File: src/rtl/alu_ctrl_pkg.sv
// Shared encodings for the ALU control unit and its multiply/divide sequencer.
package alu_ctrl_pkg;

    localparam logic [1:0] AluOpRfmt   = 2'b00;
    localparam logic [1:0] AluOpBrnch  = 2'b01;
    localparam logic [1:0] AluOpOthers = 2'b10;
    localparam logic [1:0] AluOpOri    = 2'b11;

    localparam logic [5:0] FnAdd   = 6'b100000;
    localparam logic [5:0] FnSub   = 6'b100010;
    localparam logic [5:0] FnAnd   = 6'b100100;
    localparam logic [5:0] FnOr    = 6'b100101;
    localparam logic [5:0] FnSlt   = 6'b101010;
    localparam logic [5:0] FnNor   = 6'b101111;
    localparam logic [5:0] FnMult  = 6'b011000;
    localparam logic [5:0] FnMultu = 6'b011001;
    localparam logic [5:0] FnDiv   = 6'b011010;
    localparam logic [5:0] FnDivu  = 6'b011011;
    localparam logic [5:0] FnMfhi  = 6'b010000;
    localparam logic [5:0] FnMflo  = 6'b010010;

    localparam logic [3:0] CtlAdd = 4'b1010;
    localparam logic [3:0] CtlSub = 4'b1110;
    localparam logic [3:0] CtlAnd = 4'b0000;
    localparam logic [3:0] CtlOr  = 4'b0001;
    localparam logic [3:0] CtlSlt = 4'b0101;
    localparam logic [3:0] CtlNor = 4'b0011;
    localparam logic [3:0] CtlMd  = 4'b1000;
    localparam logic [3:0] CtlInv = 4'b1111;

    typedef enum logic [1:0] {
        StIdle,
        StMul,
        StDiv,
        StFix
    } md_state_e;

    // Any funct that touches the sequencer or HI/LO, legal in this build or not.
    function automatic logic is_md_funct(input logic [5:0] fn);
        return (fn == FnMult) || (fn == FnMultu) || (fn == FnDiv) ||
               (fn == FnDivu) || (fn == FnMfhi)  || (fn == FnMflo);
    endfunction

endpackage

File: src/rtl/muldiv_iter.sv
// Iterative multiply/divide datapath on operand magnitudes: shift-add multiply and
// restoring divide, one bit per step, with a down-counter flagging the last step.
module muldiv_iter #(
    parameter int unsigned WIDTH = 32
) (
    input  logic             i_clk,
    input  logic             i_reset,
    input  logic             i_start,
    input  logic             i_step,
    input  logic             i_div,
    input  logic [WIDTH-1:0] i_a,
    input  logic [WIDTH-1:0] i_b,
    output logic             o_last,
    output logic [WIDTH-1:0] o_hi,
    output logic [WIDTH-1:0] o_lo
);

    localparam int unsigned CntW = $clog2(WIDTH);

    logic [WIDTH-1:0] r_acc;
    logic [WIDTH-1:0] r_mq;
    logic [WIDTH-1:0] r_b;
    logic [CntW-1:0]  r_cnt;

    logic [WIDTH:0]   w_mul_sum;
    logic [WIDTH:0]   w_div_sh;
    logic [WIDTH-1:0] w_div_sub;
    logic             w_div_ge;
    logic [WIDTH-1:0] w_acc_d;
    logic [WIDTH-1:0] w_mq_d;

    always_comb begin
        w_mul_sum = {1'b0, r_acc} + (r_mq[0] ? {1'b0, r_b} : '0);
        w_div_sh  = {r_acc, r_mq[WIDTH-1]};
        w_div_ge  = (w_div_sh >= {1'b0, r_b});
        // Difference is < r_b whenever it is kept, so the low bits are exact.
        w_div_sub = w_div_sh[WIDTH-1:0] - r_b;
        if (i_div) begin
            w_acc_d = w_div_ge ? w_div_sub : w_div_sh[WIDTH-1:0];
            w_mq_d  = {r_mq[WIDTH-2:0], w_div_ge};
        end else begin
            w_acc_d = w_mul_sum[WIDTH:1];
            w_mq_d  = {w_mul_sum[0], r_mq[WIDTH-1:1]};
        end
    end

    always_ff @(posedge i_clk) begin
        if (i_reset) begin
            r_acc <= '0;
            r_mq  <= '0;
            r_b   <= '0;
            r_cnt <= '0;
        end else if (i_start) begin
            r_acc <= '0;
            r_mq  <= i_a;
            r_b   <= i_b;
            r_cnt <= CntW'(WIDTH - 1);
        end else if (i_step) begin
            r_acc <= w_acc_d;
            r_mq  <= w_mq_d;
            r_cnt <= r_cnt - 1'b1;
        end
    end

    assign o_last = (r_cnt == '0);
    assign o_hi   = r_acc;
    assign o_lo   = r_mq;

endmodule

File: src/rtl/alu_ctrl_md.sv
// ALU control decode plus multiply/divide sequencer with HI/LO and pipeline stall.
// Signed MULT/DIV exist only when MULDIV_SIGNED_EN is defined.
module alu_ctrl_md
    import alu_ctrl_pkg::*;
#(
    parameter int unsigned WIDTH = 32
) (
    input  logic             clk,
    input  logic             reset,
    input  logic [1:0]       ALUOp,
    input  logic [5:0]       FuncCode,
    input  logic             issue,
    input  logic [WIDTH-1:0] src_a,
    input  logic [WIDTH-1:0] src_b,
    output logic [3:0]       ALUCtl,
    output logic             ctl_illegal,
    output logic             sel_md,
    output logic [WIDTH-1:0] md_result,
    output logic             md_busy,
    output logic             stall,
    output logic             md_done,
    output logic             div_by_zero,
    output logic [WIDTH-1:0] hi,
    output logic [WIDTH-1:0] lo
);

    md_state_e r_state;
    md_state_e w_state_d;

    logic w_mul_op;
    logic w_div_op;
    logic w_signed_op;
    logic w_mfhi;
    logic w_mflo;
    logic w_accept;
    logic w_start;
    logic w_step;
    logic w_fix;
    logic w_last;
    logic w_div_step;

    logic             w_a_neg;
    logic             w_b_neg;
    logic [WIDTH-1:0] w_a_mag;
    logic [WIDTH-1:0] w_b_mag;
    logic [WIDTH-1:0] w_it_hi;
    logic [WIDTH-1:0] w_it_lo;

    logic [2*WIDTH-1:0] w_prod;
    logic [2*WIDTH-1:0] w_prod_fix;
    logic [WIDTH-1:0]   w_quo_fix;
    logic [WIDTH-1:0]   w_rem_fix;

    logic [WIDTH-1:0] r_hi;
    logic [WIDTH-1:0] r_lo;
    logic             r_done;
    logic             r_dz_flag;
    logic             r_op_div;
    logic             r_neg_q;
    logic             r_neg_r;
    logic             r_dz;

    always_comb begin
        ALUCtl      = CtlInv;
        ctl_illegal = 1'b0;
        w_mul_op    = 1'b0;
        w_div_op    = 1'b0;
        w_signed_op = 1'b0;
        w_mfhi      = 1'b0;
        w_mflo      = 1'b0;
        case (ALUOp)
            AluOpRfmt: begin
                case (FuncCode)
                    FnAdd:   ALUCtl = CtlAdd;
                    FnSub:   ALUCtl = CtlSub;
                    FnAnd:   ALUCtl = CtlAnd;
                    FnOr:    ALUCtl = CtlOr;
                    FnSlt:   ALUCtl = CtlSlt;
                    FnNor:   ALUCtl = CtlNor;
                    FnMultu: begin
                        ALUCtl   = CtlMd;
                        w_mul_op = 1'b1;
                    end
                    FnDivu: begin
                        ALUCtl   = CtlMd;
                        w_div_op = 1'b1;
                    end
                    FnMfhi: begin
                        ALUCtl = CtlMd;
                        w_mfhi = 1'b1;
                    end
                    FnMflo: begin
                        ALUCtl = CtlMd;
                        w_mflo = 1'b1;
                    end
`ifdef MULDIV_SIGNED_EN
                    FnMult: begin
                        ALUCtl      = CtlMd;
                        w_mul_op    = 1'b1;
                        w_signed_op = 1'b1;
                    end
                    FnDiv: begin
                        ALUCtl      = CtlMd;
                        w_div_op    = 1'b1;
                        w_signed_op = 1'b1;
                    end
`endif
                    default: begin
                        ALUCtl      = CtlInv;
                        ctl_illegal = 1'b1;
                    end
                endcase
            end
            AluOpBrnch:  ALUCtl = CtlSub;
            AluOpOthers: ALUCtl = CtlAdd;
            default:     ALUCtl = CtlOr;
        endcase
    end

    assign sel_md    = w_mfhi | w_mflo;
    assign md_result = w_mfhi ? r_hi : (w_mflo ? r_lo : '0);
    assign md_busy   = (r_state != StIdle);
    assign stall     = issue && md_busy && is_md_funct(FuncCode);
    assign w_accept  = issue && (w_mul_op || w_div_op) && !stall;

    // Sequencer runs on magnitudes; signs are remembered and reapplied in StFix.
    assign w_a_neg = w_signed_op & src_a[WIDTH-1];
    assign w_b_neg = w_signed_op & src_b[WIDTH-1];
    assign w_a_mag = w_a_neg ? -src_a : src_a;
    assign w_b_mag = w_b_neg ? -src_b : src_b;

    always_comb begin
        w_state_d = r_state;
        w_start   = 1'b0;
        w_step    = 1'b0;
        case (r_state)
            StIdle: begin
                if (w_accept) begin
                    w_start = 1'b1;
                    if (w_div_op) begin
                        w_state_d = StDiv;
                    end else begin
                        w_state_d = StMul;
                    end
                end
            end
            StMul, StDiv: begin
                w_step = 1'b1;
                if (w_last) begin
                    w_state_d = StFix;
                end
            end
            StFix:   w_state_d = StIdle;
            default: w_state_d = StIdle;
        endcase
    end

    always_ff @(posedge clk) begin
        if (reset) begin
            r_state <= StIdle;
        end else begin
            r_state <= w_state_d;
        end
    end

    assign w_fix      = (r_state == StFix);
    assign w_div_step = (r_state == StDiv);

    muldiv_iter #(
        .WIDTH (WIDTH)
    ) u_iter (
        .i_clk   (clk),
        .i_reset (reset),
        .i_start (w_start),
        .i_step  (w_step),
        .i_div   (w_div_step),
        .i_a     (w_a_mag),
        .i_b     (w_b_mag),
        .o_last  (w_last),
        .o_hi    (w_it_hi),
        .o_lo    (w_it_lo)
    );

    // Zero divisor leaves |dividend| as remainder; quotient is forced to all ones.
    assign w_prod     = {w_it_hi, w_it_lo};
    assign w_prod_fix = r_neg_q ? -w_prod : w_prod;
    assign w_quo_fix  = r_dz ? '1 : (r_neg_q ? -w_it_lo : w_it_lo);
    assign w_rem_fix  = r_neg_r ? -w_it_hi : w_it_hi;

    always_ff @(posedge clk) begin
        if (reset) begin
            r_hi      <= '0;
            r_lo      <= '0;
            r_done    <= 1'b0;
            r_dz_flag <= 1'b0;
            r_op_div  <= 1'b0;
            r_neg_q   <= 1'b0;
            r_neg_r   <= 1'b0;
            r_dz      <= 1'b0;
        end else begin
            r_done    <= w_fix;
            r_dz_flag <= w_fix && r_op_div && r_dz;
            if (w_start) begin
                r_op_div <= w_div_op;
                r_neg_q  <= w_a_neg ^ w_b_neg;
                r_neg_r  <= w_a_neg;
                r_dz     <= (src_b == '0);
            end
            if (w_fix) begin
                if (r_op_div) begin
                    r_hi <= w_rem_fix;
                    r_lo <= w_quo_fix;
                end else begin
                    r_hi <= w_prod_fix[2*WIDTH-1:WIDTH];
                    r_lo <= w_prod_fix[WIDTH-1:0];
                end
            end
        end
    end

    assign md_done     = r_done;
    assign div_by_zero = r_dz_flag;
    assign hi          = r_hi;
    assign lo          = r_lo;

endmodule

File: config.mk
export PLATFORM = sky130hd
export DESIGN_NAME = alu_ctrl_md
export DESIGN_NICKNAME = d
export VERILOG_FILES = /design/src/rtl/alu_ctrl_pkg.sv /design/src/rtl/muldiv_iter.sv /design/src/rtl/alu_ctrl_md.sv
export SDC_FILE = /design/constraint.sdc
export NUM_CORES = 1
export LEC_CHECK = 0
export ABC_CLOCK_PERIOD_IN_PS = 4800
export CAP_MARGIN = 15
export CORE_AREA = 2 2 196 198
export CTS_CLUSTER_DIAMETER = 150
export DETAILED_ROUTE_END_ITERATION = 8
export DIE_AREA = 0 0 198 200
export HOLD_SLACK_MARGIN = 0.15
export PLACE_DENSITY = 0.59
export SETUP_SLACK_MARGIN = 0.5
export SLEW_MARGIN = 10
export SYNTH_ARGS = -nofsm -noshare
export SYNTH_HDL_FRONTEND = slang
export SYNTH_SLANG_ARGS = --single-unit
File: constraint.sdc
create_clock -name clk -period 4.8 [get_ports clk]
set_input_delay 0.96 -clock clk [delete_from_list [all_inputs] [get_ports clk]]
set_output_delay 0.96 -clock clk [all_outputs]
set_load 0.05 [all_outputs]
### Word-level counts from Yosys, hierarchy flattened

Cells that the tools add are included.

| operators by class | value |
|---|---|
| $add $sub $neg | 3 |
| magnitude comparators | 1 |
| eq/ne operators | 19 |
| muxes and demuxes | 31 |
| bitwise gates (word level) | 1 |
| reduce and logical (&&, ||, !) cells | 24 |

Operator list:

| cell | count |
|---|---|
| two-way mux 32 bit | 10 |
| equality test 6 x 5 -> 1 bit (second input constant) | 6 |
| equality test 6 bit (second input constant) | 6 |
| adder 32 x 33 -> 33 bit | 1 |
| >= comparator 33 x 32 -> 1 bit | 1 |
| logical NOT 32 bit | 1 |
| subtractor 32 bit | 1 |
| case mux 4 bit (7 select lines) | 1 |
| two-way mux 1 bit | 13 |
| case mux 4 bit (3 select lines) | 1 |
| two-way mux 5 bit | 2 |
| OR reduction 10 bit | 1 |
| equality test 2 bit (second input constant) | 3 |
| logical AND 1 bit | 6 |
| logical OR 1 bit | 6 |
| two-way mux 2 bit | 3 |
| case mux 2 bit (3 select lines) | 1 |
| logical NOT 5 bit | 1 |
| subtractor 5 x 1 -> 5 bit (second input constant) | 1 |
| equality test 2 x 1 -> 1 bit (second input constant) | 2 |
| logical NOT 2 bit | 2 |
| nonzero test 2 bit | 2 |
| OR reduction 2 bit | 2 |
| OR reduction 4 bit | 1 |
| 5 further kinds | 5 |

| word-level totals | value |
|---|---|
| bits in registers | 171 |
| input bits | 75 |
| output and inout port bits | 106 |

### Depth between registers and ports, before layout

Gate-level depths: netlist (run 1).

| logic depth | value |
|---|---|
| depth in word-level cells | 12 |
| mapped depth | 15 |
| depth with buffers taken out | 12 |

### Hierarchy

Synthesis (run 1) repeated with hierarchy kept, for this count alone.

| unflattened totals | value |
|---|---|
| cell total of the unflattened synthesis | 1482 |
| area, all modules | 11895.2 µm² |

By module, submodules not included:

| module | times used | cells each | area an instance (µm²) | seq. area each (µm²) |
|---|---|---|---|---|
| muldiv_iter | 1 | 1106 | 8470.6 | 2021.9 |
| alu_ctrl_md | 1 | 376 | 3424.5 | 1401.3 |

### Worst setup path after synthesis (run 1)

No wires, ideal clock.

| timing | value |
|---|---|
| path kind | input-to-output |
| start point | input FuncCode[3] |
| end point | output ALUCtl[1] |
| arrival | 3.310 ns |
| data required time | 3.840 ns |
| setup slack | 0.530 ns |
| stages | 7 |
| path through | clkbuf_1 xnor2_1 a32oi_1 o21a_1 nor2b_1 nor2_1 a21oi_1 |

| on the way | value |
|---|---|
| longest elaborated chain between the ends | 4 |
| elaborated cells on any way between the ends | 13 |
| classes of those cells | eq/ne: 10; mux: 2; reduce/logical: 1 |

Ends and longest elaborated chain:

| what | RTL line | source |
|---|---|---|
| start, declared | alu_ctrl_md.sv:11 | `input logic [5:0] FuncCode,` |
| equality test 6 x 5 -> 1 bit | alu_ctrl_md.sv:73 | `case (FuncCode)` |
| OR reduction 4 bit (no line) | -- |  |
| case mux 4 bit (7 select lines) * | alu_ctrl_md.sv:73 |  |
| case mux 4 bit (3 select lines) * | alu_ctrl_md.sv:71 | `case (ALUOp)` |
| end, declared | alu_ctrl_md.sv:15 | `output logic [3:0] ALUCtl,` |

Mark *: on every way between the ends. The rest lies on a longest branch, timed or not.

### Worst setup path in the final report (run 1)

| timing | value |
|---|---|
| start point | input FuncCode[3] |
| end point | output ALUCtl[2] |

Same word-level chain as after synthesis.

==> key figures, run 1 <==
CTS
  • Clock transition at path regs: 0.07 ns
  • CTS Root Cell: clkbuf_16
  • CTS Buf Count: 17
  • Worst skew pair latency: 0.44 ns
  • # clock sinks: 171
  • Max Buffers Root-to-Sink: 2
  • TritonCTS clock tree: built
  • CTS H-tree lvls: 4
  • Post-CTS Setup Bufs: 0

Logic synthesis
  • Mapped cell area: 11800 µm²
  • Synth Flop Type: dfxtp_1
  • Synth Instances: 1487
  • Number of synthesized flops with an enable pin: 0
  • YS warnings: 0
  • Async SR Flop Fraction: 0%
  • Post-synth net total: 1635
  • Number of library cell types mapped by synthesis: 80
  • Post-synthesis sequential area ratio: 29.0%
  • Syn_area_per_cell: 7.95 µm²
  • Post-synthesis register bit count: 171

Run status
  • Status: complete, no violations

Die
  • Die height: 200 µm
  • # IOs: 181
  • Die Area: 39600 µm²
  • Initial Utilization: 31.6%
  • FP Rows: 71
  • Die width: 198 µm
  • Core area: 37400 µm²

Cells and area
  • Share of cells above drive strength 1: 7.39%
  • Layout fillers: 3780
  • Most frequent cells in the layout: 191 x nand2_1, 171 x dfxtp_1, 143 x clkdlybuf4s50_1
  • P&R area growth vs syn: 27.1%
  • ANT cells: 0
  • Commonest non-fill, non-tap cell in the layout: nand2_1
  • Final nets: 1758
  • Post-Route Utilization: 40.2%
  • Multi-input gate area: 7850 µm²
  • Fin cells: 2134
  • Register Area: 3420 µm²

Hold path
  • Hold path start: u_iter.r_b[13]
  • Hold crit path type: flip-flop to flip-flop

Global routing
  • Vias in the first global route: 10.8k
  • Global Route Usage Sum: 19.5%
  • First-pass GRT wire length: 61.1 mm
  • Initial antenna violation count: 0
  • Congestion Overflow GR: 0
  • Largest net degree at the start of global routing: 73

Timing
  • Actual slew at the worst max-slew pin: 0.860 ns
  • Clock skew: 0.0121 ns
  • Peak Freq: 0.241 GHz
  • Final setup vio count: 0
  • Rel. slew slack: 42.6%
  • Fin crit period: 4.15 ns
  • Hold WS: 0.465 ns
  • Unrepaired setup endpoints after global routing: no
  • Hold Fails Final Rpt: 0
  • Setup TNS: 0 ns
  • Fin. max-slew vios: 0
  • Final period utilization: 86.5%

Drt
  • Vias: 11.2k
  • Routed WL per cell: 18.1 µm
  • First-pass DRT Iterations: 5
  • Via/cell ratio: 5.26
  • Iter 0 DRT Violations: 658
  • ANT nets after route: 0
  • DRC errors left: 0
  • Total wire length: 38.7 mm

Placed design
  • IO Port Bufs: 180
  • DP HPWL: 29.4 mm
  • Placed insts: 2102
  • Placer Congestion: 0.906

Worst setup path
  • Crit. End Element: output pin
  • Kind of critical path: primary input to output pin
  • Crit Path Max Fanout: 11
  • Worst Setup Start Kind: primary input
  • WP data arrival: 3.19 ns
  • Critical path launch point: FuncCode[3]
  • Worst r2r src: u_iter.o_lo[0]
  • WP data required: 3.84 ns

Power and ir drop
  • Leakage power: 0.00555 µW
  • Tot Pwr: 5000 µW
  • Pwr/cell area: 333 nW/µm²
  • Worst VDD drop: 192 µV

Flow run
  • Max Cap Viol: 0
## area by class of cell
| type | instances | area share (%) |
|---|---|---|
| clock buffers | 19 | 3.02 |
| clock inverters | 13 | 1.34 |
| inverters | 53 | 1.32 |
| multi-input cells | 1172 | 52.3 |
| flip-flops and latches | 171 | 22.8 |
| well taps | 511 | 4.26 |
| repair buffers | 195 | 15.0 |
## registers in the layout, indices dropped and copies added (netlist names)
signal	cells
u_iter.r_cnt	5
u_iter.r_b	32
u_iter.o_lo	32
r_dz	1
div_by_zero	1
r_state	2
md_done	1
hi	32
u_iter.o_hi	32
r_op_div	1
lo	32
## kinds of logic (layout without fill, tap and decap cells)
| logic type | Yosys count | after routing | share of synthesized area, % |
|---|---|---|---|
| and+or+nand+nor | 470 | 470 | 18.2 |
| muxes | 153 | 153 | 13.3 |
| xor gates and xnor gates | 52 | 52 | 3.85 |
| DFF | 171 | 171 | 29.0 |
| buffers and inverters | 144 | 280 | 5.04 |
| AOI/OAI and AO/OA | 424 | 424 | 22.8 |
| adders and majority gates | 73 | 73 | 7.85 |
## routing by layer
| layer | vias to the layer above | part of all wire, % | track usage, % |
|---|---|---|---|
| met1 | 5288 | 49 | 27.3 |
| met4 | 0 | 2.3 | 6.38 |
| met3 | 43 | 5.7 | 3.06 |
| li1 | 5563 | - | - |
| met2 | 340 | 43 | 30.7 |
| met5 | - | 0 | 0 |
## critical path: stages
cell	delay, ns
clkdlybuf4s50_1	0.58
or3_1	0.45
a21boi_0	0.14
o221ai_1	0.21
mux2i_1	0.12
clkdlybuf4s50_1	0.72
## report_power, final
group	switching (µW)	internal (µW)	total [µW]
clock	632	914	1550
sequential	107	1490	1600
combinational	1050	812	1860
## cells in the mapped netlist, types with 7 or more instances
cell	n	area, µm²
o21ai_0	93	465
nor2_1	125	469
inv_1	52	195
o21a_1	18	135
o31ai_1	8	60.1
o22ai_1	7	43.8
nor3_1	16	80.1
nand4_1	13	81.3
a31oi_1	9	56.3
o21bai_1	10	75.1
nor4_1	13	81.3
and3_1	10	62.6
dfxtp_1	171	3420
a21o_1	24	180
xor2_1	21	184
a211oi_1	19	143
nand2_1	191	717
clkbuf_1	68	255
mux2_4	7	105
and2_1	37	231
buf_1	14	52.6
xnor2_1	31	272
mux2i_1	142	1420
nand3_1	19	95.1
a21oi_1	137	686
o211ai_1	41	308
nor2b_1	16	100
ha_1	71	888
## per-stage QoR
step                worst slack, ns  instance area (µm²)
floorplan                     0.530                11800
global placement              0.577                14300
detailed placement            0.522                14400
CTS                           0.506                15000
global route                  0.542                15000
finish                        0.647                15000
## final timing paths
path,end,slack [ns],cells past startpoint
max,ALUCtl[2],0.65,6
min,u_iter.r_b[13],0.46,2
max reg2reg,u_iter.o_hi[30],1.06,11
min reg2reg,u_iter.r_b[13],0.46,2
## timing repair
| action | CTS | global route |
|---|---|---|
| hold buffers | 0 | 0 |
| endpoints found under the setup margin | 0 | 2 |
| resized for setup | 0 | 2 |
Note: power is estimated with default switching activity, not from simulation.
==> run 2, diff against run 1 <==
Settings changed: CORE_AREA 2 2 196 198 to 2 2 221 223, CTS_CLUSTER_DIAMETER 150 to unset, DIE_AREA 0 0 198 200 to 0 0 223 225, PLACE_DENSITY 0.59 to 0.51.
==> run 2 against run 1 <==
Against the previous run:
- combinational power barely moved
- clock skew is 0.0039 ns lower
- first-iteration DRC count is 9.0% higher
- critical path depth unchanged
- largest cell class unchanged
- highest routed layer unchanged
==> key figures, run 2 (same netlist as run 1, synthesis figures left out) <==
Cells and area
  • Commonest non-fill, non-tap cell in the layout: nand2_1
  • Share of cells above drive strength 1: 7.33% (-0.066 points)
  • Register Area: 3420 µm² (unchanged)
  • P&R area growth vs syn: 28.0%
  • Most frequent cells in the layout: 191 x nand2_1, 171 x dfxtp_1, 143 x clkdlybuf4s50_1
  • ANT cells: 0 (unchanged)
  • Multi-input gate area: 7850 µm² (unchanged)
  • Final instance area: 15100 µm² (+0.70%)
  • Layout fillers: 4974 (+32%)
  • Final nets: 1761 (+0.17%)

CTS
  • Worst skew pair latency: 0.44 ns (about the same)
  • CTS H-tree lvls: 4 (unchanged)
  • CTS Root Cell: clkbuf_16
  • # clock sinks: 171 (unchanged)
  • CTS Buf Count: 17 (unchanged)
  • Clock transition at path regs: 0.06 ns (about the same)
  • TritonCTS clock tree: built
  • Max Buffers Root-to-Sink: 2 (unchanged)
  • Cts hold-fix bufs: 0 (unchanged)

Die
  • Initial Utilization: 24.9% (-6.7 points)
  • FP Rows: 80 (+13%)
  • Die Area: 50200 µm² (+27%)
  • # IOs: 181 (unchanged)
  • Die height: 225 µm (+13%)
  • Die width: 223 µm (+13%)
  • Core area: 47500 µm² (+27%)

Worst setup path
  • R2r setup slk: 1.15 ns (+0.09 ns)
  • Critical path, cell by cell: clkdlybuf4s50_1 -> or3_1 -> a21boi_0 -> o221ai_1 -> mux2i_1 -> clkdlybuf4s50_1
  • WP data arrival: 3.19 ns (about the same)
  • Crit. End Element: output pin
  • Most Frequent Cell on Critical Path: clkdlybuf4s50_1
  • WP data required: 3.84 ns (about the same)
  • Crit path buf inv count: 2 (unchanged)
  • Kind of critical path: primary input to output pin
  • Slowest stage cell, crit path: clkdlybuf4s50_1
  • Delay of the slowest critical-path stage: 0.82 ns (+0.10 ns)
  • Crit Path Max Fanout: 11 (unchanged)
  • Delay-heaviest family, CP: buffers and inverters
  • Worst Setup Start Kind: primary input

Drt
  • Iter 0 DRT Violations: 717 (+9.0%)
  • WL met3: 2.02 mm (-8.2%)
  • Met2 wire length: 18.0 mm (+7.4%)
  • Total wire length: 40.3 mm (+4.1%)
  • Via/cell ratio: 5.00 (-5.1%)
  • Routed WL per cell: 18.0 µm (-0.81%)
  • DRC errors left: 0 (unchanged)
  • ANT nets after route: 0 (unchanged)
  • Met1 Wirelength: 19.7 mm (+4.3%)
  • Max layer used: met4
  • Vias: 11.2k (-0.45%)
  • First-pass DRT Iterations: 5 (unchanged)

Timing
  • Peak Freq: 0.241 GHz (about the same)
  • Hold WS: 0.459 ns (-0.00512 ns)
  • Final WS setup: 0.648 ns (+0.000407 ns)
  • Fin crit period: 4.15 ns (-0.000407 ns)
  • Final period utilization: 86.5% (about the same)
  • Actual slew at the worst max-slew pin: 0.728 ns (-0.131 ns)
  • Rel. slew slack: 51.4% (+8.8 points)
  • Unrepaired setup endpoints after global routing: no
  • Hold Fails Final Rpt: 0 (unchanged)
  • Clock skew: 0.00822 ns (-0.00386 ns)
  • Fin. max-slew vios: 0 (unchanged)
  • Final setup vio count: 0 (unchanged)
  • Setup TNS: 0 ns (unchanged)

Placed design
  • IO Port Bufs: 180 (unchanged)
  • DP HPWL: 30.9 mm (+5.0%)
  • Placer Congestion: 0.928 (+2.4%)
  • Post-place instance area: 14500 µm² (+1.0%)
  • Dpl ws: 0.519 ns (-0.00289 ns)

Global routing
  • Congestion Overflow GR: 0 (unchanged)
  • Vias in the first global route: 10.7k (-0.28%)
  • Largest net degree at the start of global routing: 71 (-2.7%)
  • Global Route Usage Sum: 15.9% (-3.6 points)
  • Initial antenna violation count: 0 (unchanged)
  • First-pass GRT wire length: 62.8 mm (+2.9%)

Power and ir drop
  • Leakage power: 0.00553 µW (-0.37%)
  • Tot Pwr: 4950 µW (-0.97%)
  • Worst VDD drop: 314 µV (+63%)
  • Pwr/cell area: 328 nW/µm² (-1.7%)

Hold path
  • Hold crit path type: flip-flop to flip-flop

Run status
  • Status: complete, no violations

Flow run
  • Max Cap Viol: 0 (unchanged)
==> run 2: changes by cell type in the layout (fill, tap and decap cells not counted), moves of 2 or more <==
cell	before	now
buf_4	15	19
inv_6	4	0
clkinv_4	4	1
clkinvlp_4	0	3
clkbuf_1	0	2
==> run 2: final timing paths <==
| check | start | end | cells after the start |
|---|---|---|---|
| max | FuncCode[3] | ALUCtl[2] | 6 |
| min | r_op_div | r_op_div | 2 |
| max reg2reg | u_iter.o_lo[0] | u_iter.o_hi[19] | 14 |
| min reg2reg | r_op_div | r_op_div | 2 |
==> run 2: stage by stage <==
| step | std cells | util [%] |
|---|---|---|
| global placement | 2209 | 30.5 |
| finish | 2239 | 31.8 |
| global route | 2239 | 31.8 |
| floorplan | 1487 | - |
| CTS | 2239 | 31.8 |
| detailed placement | 2209 | 30.5 |
==> run 2: worst min-delay path, cell delays in order (launching register included) <==
cell and delay (ns):
dfxtp_1 0.31, nand2_1 0.05, a21oi_1 0.05
==> run 2: report_power, final <==
part | switching (µW) | internal (µW) | total, µW
Combinational | 1060 | 816 | 1880
Sequential | 103 | 1490 | 1590
Clock | 598 | 883 | 1480
==> run 2: routing by layer <==
layer / global-route usage [%] / vias to the layer above
met5: 0 / -
met3: 2.84 / 34
li1: - / 5589
met4: 4.11 / 0
met2: 25.5 / 312
met1: 22.0 / 5249
==> run 2: layout make-up <==
type | instances | share of cell area [%]
multi-input cells | 1172 | 51.9
flip-flops and latches | 171 | 22.6
repair buffers | 198 | 15.0
well taps | 615 | 5.09
clock buffers | 20 | 2.95
inverters | 53 | 1.32
clock inverters | 10 | 1.11
==> run 2: timing repair <==
item	4_1_cts	5_1_grt
endpoints found under the setup margin	0	2
buffers inserted	0	0
resized for setup	0	2
==> run 3, diff against run 2 <==
Settings changed: CAP_MARGIN 15 to unset.
==> results of run 3 <==
Final layout, timing and power as in run 2 (identical DEF).
